**src/rtl/pulse_width_detector.sv**
```systemverilog
// Per-channel high-run detector: measures how long each input stays high and
// reports qualifying runs either on release (mode 0) or on reaching threshold (mode 1).
module pulse_width_detector #(
   parameter int CH = 4,
   parameter int CW = 8
) (
   input  logic             clk,
   input  logic             rst,
   input  logic             en,
   input  logic             mode,
   input  logic [CW-1:0]    thr,
   input  logic [CH-1:0]    a,
   output logic [CH-1:0]    y,
   output logic [CH*CW-1:0] width_out,
   output logic [CH-1:0]    width_vld
);

   typedef enum logic [1:0] {IDLE, RUN, QUAL} state_t;

   state_t            state_q [CH];
   state_t            state_d [CH];
   logic [CW-1:0]     cnt_q   [CH];
   logic [CW-1:0]     cnt_d   [CH];
   logic [CW-1:0]     runLen  [CH];
   logic [CH-1:0]     pulsed_q, pulsed_d;
   logic [CH-1:0]     evt_q, evt_d;
   logic [CH*CW-1:0]  width_q, width_d;
   logic [CW-1:0]     thrEff;

   assign thrEff = (thr == '0) ? {{(CW-1){1'b0}}, 1'b1} : thr;

   // pulsed_q remembers that this run already reported, so a mid-run mode
   // switch can neither double-report nor drop the run's single event.
   always_comb begin
      width_d  = width_q;
      pulsed_d = pulsed_q;
      evt_d    = '0;
      for (int i = 0; i < CH; i++) begin
         state_d[i] = state_q[i];
         cnt_d[i]   = cnt_q[i];
         runLen[i]  = (cnt_q[i] == '1) ? cnt_q[i] : cnt_q[i] + 1'b1;
         if (!en) begin
            state_d[i]  = IDLE;
            cnt_d[i]    = '0;
            pulsed_d[i] = 1'b0;
         end else if (a[i]) begin
            cnt_d[i] = runLen[i];
            if (state_q[i] != QUAL && runLen[i] >= thrEff) begin
               state_d[i] = QUAL;
            end else if (state_q[i] == IDLE) begin
               state_d[i] = RUN;
            end
            if (mode && state_d[i] == QUAL && !pulsed_q[i]) begin
               evt_d[i]              = 1'b1;
               pulsed_d[i]           = 1'b1;
               width_d[i*CW +: CW]   = runLen[i];
            end
         end else begin
            if (state_q[i] == QUAL && !mode && !pulsed_q[i]) begin
               evt_d[i]            = 1'b1;
               width_d[i*CW +: CW] = cnt_q[i];
            end
            state_d[i]  = IDLE;
            cnt_d[i]    = '0;
            pulsed_d[i] = 1'b0;
         end
      end
   end

   always_ff @(posedge clk or posedge rst) begin
      if (rst) begin
         for (int i = 0; i < CH; i++) begin
            state_q[i] <= IDLE;
            cnt_q[i]   <= '0;
         end
         pulsed_q <= '0;
         evt_q    <= '0;
         width_q  <= '0;
      end else begin
         for (int i = 0; i < CH; i++) begin
            state_q[i] <= state_d[i];
            cnt_q[i]   <= cnt_d[i];
         end
         pulsed_q <= pulsed_d;
         evt_q    <= evt_d;
         width_q  <= width_d;
      end
   end

   assign y         = evt_q;
   assign width_vld = evt_q;
   assign width_out = width_q;

endmodule

```
**config.mk**
```make
export PLATFORM = sky130hd
export DESIGN_NAME = pulse_width_detector
export DESIGN_NICKNAME = d
export VERILOG_FILES = /design/src/rtl/pulse_width_detector.sv
export SDC_FILE = /design/constraint.sdc
export NUM_CORES = 1
export LEC_CHECK = 0
export BUFFER_PORTS_ARGS = -buffer_cell sky130_fd_sc_hd__buf_2
export CAP_MARGIN = 5
export CORE_ASPECT_RATIO = 0.75
export CORE_MARGIN = 8
export CORE_UTILIZATION = 60
export CTS_BUF_LIST = sky130_fd_sc_hd__clkbuf_2
export DETAILED_ROUTE_END_ITERATION = 8
export HOLD_SLACK_MARGIN = 0.08
export PLACE_DENSITY_LB_ADDON = 0.25
export SLEW_MARGIN = 20
export SYNTH_ARGS = -nofsm -noshare
export SYNTH_HDL_FRONTEND = slang
export SYNTH_SLANG_ARGS = --single-unit
```
**constraint.sdc**
```tcl
create_clock -name clk -period 4.9 [get_ports clk]
set_clock_uncertainty 0.05 [all_clocks]
set_input_delay 0.98 -clock clk [delete_from_list [all_inputs] [get_ports clk]]
set_output_delay 0.98 -clock clk [all_outputs]
set_load 0.03 [all_outputs]
```
==> impl_metrics.tcl <==
set metrics [dict create \
    synth_sequential_area_ratio_pct 41.06 \
    grt_pass1_vias 3696 \
    worst_setup_path_startpoint "cnt_q[3]" \
    grt_usage_pct 19.15 \
    clk_pin_slew_ns 0.23 \
    ios 56 \
    finalCritPeriodShare_pct 75.92 \
    crit_fanout 15 \
    rows 28 \
    p_leak_uw 0.002644 \
    worstHoldPathType "in2async" \
    synthesis.nets 528 \
    critPathArrivalTime_ns 4.12 \
    yosys-top-cells-area "dfrtp_1, ha_1, mux2_2, nor2_1, xnor2_1" \
    number_of_pins_with_negative_max_slew_slack_in_the_final_report 0 \
    antenna_found_initial 0 \
    report.final.hold_viol_count 0 \
    worst_setup_path_endpoint "width_out[26]" \
    netlist_instances 486 \
    post-route-drc-count 0 \
    worst_r2r_startpoint "cnt_q[3]" \
    clkLatencyLatePin_ns 0.53 \
    syn_avg_cell_area_um2 10.03 \
    post-place-cells 626 \
    synth-edff-count 0 \
    dp_hpwl_um 7660 \
    clk_path_buf_depth 2 \
    tritoncts "built" \
    grt_start_max_net_pins 48 \
    htreeDepth 3 \
    coreArea_mm2 0.007883 \
    post_layout_nonfiller_instances 642 \
    place.port_buffers 55 \
    max_slew_margin_vs_limit_pct 46.94 \
    layout-area-overhead-vs-synth_pct 8.391 \
    regToRegEndpoint "width_out[26]" \
    critPathRequiredTime_ns 5.30 \
    dr.first_iter.drc_count 259 \
    synth_area_mm2 0.004876 \
    die_height_um 94.07 \
    hold_buffers 0 \
    initial_utilization_pct 61.86 \
    vias 3702 \
    postCtsResizedCells 0 \
    route.detailed.wl_per_inst_um 16.34 \
    clock.fmax_mhz 268.8 \
    power_per_cell_area_mw_per_mm2 224.1 \
    critical_path_class "reg2reg" \
    regToRegSetupSlack_ns 1.18 \
    setup.worst_path.start_class "flop" \
    finish.net_count 574 \
    setup-tns-final_ns 0 \
    route.final.wire_length_um 10490 \
    die_area_mm2 0.01130 \
    vdd.ir_drop.worst_mv 0.1517 \
    synth-seq-cells 80 \
    die_w_um 120.1 \
    clk_root_buffer_cell "clkbuf_2" \
    number_of_vias_per_cell_after_detailed_routing 5.766 \
    worstRegToRegCells 13 \
    synth_top_area_share_pct 41.06 \
    insertedDiodeCount 0 \
    globalRoute.totalOverflow 0 \
    final_layout_size_suffix_gt1_share_pct 24.02 \
    synth.lib_cells_used.distinct 67 \
    status "complete, no violations" \
    fin_crit_ns 3.720 \
    first_pass_iters 4 \
    synth.largest_area_cell "dfrtp_1" \
    final-setup-viol-count 0 \
    ant_nets 0 \
    category_of_the_worst_setup_path_capture_point "flop" \
    gp_routability_congestion 0.8593 \
    ys.flop_type "dfrtp_1" \
    cts_buffers 9 \
    grt_pass1_wl_um 17660 \
    synth_warnings 0 \
    worst_slew_pin_slew_ns 0.7949 \
    postSynth.asyncResetShare_pct 100.0 \
    cts_post_setup_buffers_inserted 0 \
    timing.max_cap.violations 0 \
    clock_sinks 80 \
    setup_repair_after_global_routing_missed_its_margin "false" \
]
## cell families (layout without fill, tap and decap cells)
group | Yosys count | after routing | share of synthesized area (%)
xor+xnor | 27 | 27 | 4.850
compound gates | 94 | 94 | 14.40
buf+inv | 39 | 90 | 3.823
simple gates | 178 | 178 | 18.86
fa+ha+maj | 26 | 26 | 6.672
flops | 80 | 80 | 41.06
mux | 42 | 42 | 10.34
## where the power goes
part,total (µW),internal (µW),leakage (µW),switching [µW]
clock,358,121,0.0000658,237
combinational,142,48.3,0.00147,93.7
sequential,685,676,0.00111,9.39
## Yosys cell counts (2+ instances only)
master	number
o21ai_1	2
nand2b_1	4
nand4_1	4
o21ai_0	11
clkbuf_1	6
a21oi_1	31
o21ai_2	3
and4_1	2
nor3_1	12
mux2_2	27
a21o_1	5
nor4b_1	2
o211ai_1	3
nor2_1	50
o21a_1	6
buf_2	5
nand2_2	2
nand3_1	17
nor4_1	3
xor2_1	7
nand4b_1	2
o2111ai_1	2
mux2i_1	5
nor3b_1	3
and3_1	14
buf_4	5
o21bai_1	2
o32ai_4	2
dfrtp_1	80
buf_1	2
mux2_4	10
xnor2_1	20
inv_1	17
nand2_1	31
ha_1	26
a31oi_1	12
nor2b_1	21
## flip-flops by register name, summed over array words and instances (netlist names)
name and cells:
cnt_q 32, width_out 32, state_q 8, width_vld 4, pulsed_q 4
## cell type report
type                            instances  area (µm²)
Clock inverter                          5       57.56
Fill cell                             635        2597
Clock buffer                           11       55.05
Tap cell                              105       131.4
Timing Repair Buffer                   56       282.8
Inverter                               18       68.82
Multi-Input combinational cell        367        2688
Sequential cell                        80        2002
## placed cells by master (no fill, tap or decap), types with 3 or more instances in the layout
cell type   n
xnor2_1    20
o21a_1      6
mux2i_1     5
nor2b_1    21
buf_2      55
o211ai_1    3
nor2_1     50
nor3b_1     3
mux2_4     10
ha_1       26
a31oi_1    12
nand3_1    17
a21oi_1    31
dfrtp_1    80
clkbuf_2   11
and3_1     14
inv_1      16
o21ai_0    11
mux2_2     27
nor4_1      3
nand2_1    31
a21o_1      5
o21ai_2     3
nand4_1     4
nand2b_1    4
nor3_1     12
xor2_1      7
## critical path: stages (launching register included)
cell	delay, ns
dfrtp_1	0.52
and4_1	0.25
nand2_1	0.13
nor2_1	0.07
nor2_1	0.26
nand3_1	0.14
xnor2_1	0.27
ha_1	0.31
a21o_1	0.17
a311o_1	0.34
a221o_1	0.26
o211a_1	0.25
a22o_4	0.30
mux2_4	0.31
## per-layer routing
layer / part of all wire, % / vias to the layer above / track usage, %
met4: 1.3 / 0 / 6.839
met1: 48 / 1768 / 24.73
met3: 5.4 / 16 / 4.745
li1: - / 1829 / -
met5: 0 / - / 0
met2: 46 / 89 / 30.77
## per-stage QoR
| step | worst slack, ns | hold WS (ns) | cell area [µm²] | power [µW] | utilization [%] |
|---|---|---|---|---|---|
| finish | 1.180 | 0.4739 | 5285 | 1184 | 67.05 |
| global route | 1.000 | 0.4970 | 5285 | 1237 | 67.05 |
| CTS | 1.212 | 0.4622 | 5285 | 1202 | 67.05 |
| detailed placement | 1.241 | 0.4390 | 5172 | 839.0 | 65.62 |
| global placement | 1.364 | 0.4334 | 5172 | 834.3 | 65.62 |
| floorplan | 1.526 | 0.4308 | 4876 | 798.4 | - |
## worst min-delay path by stage
stage / from / end / slack, ns / depth (start not counted)
finish: rst / cnt_q[6] / 0.47 / 2
global route: rst / cnt_q[6] / 0.50 / 2
CTS: rst / cnt_q[6] / 0.46 / 2
detailed placement: width_out[3] / width_out[3] / 0.44 / 1
global placement: width_out[9] / width_out[9] / 0.43 / 1
floorplan: pulsed_q[1] / pulsed_q[1] / 0.43 / 2
Power figures use the tool's default switching activity.
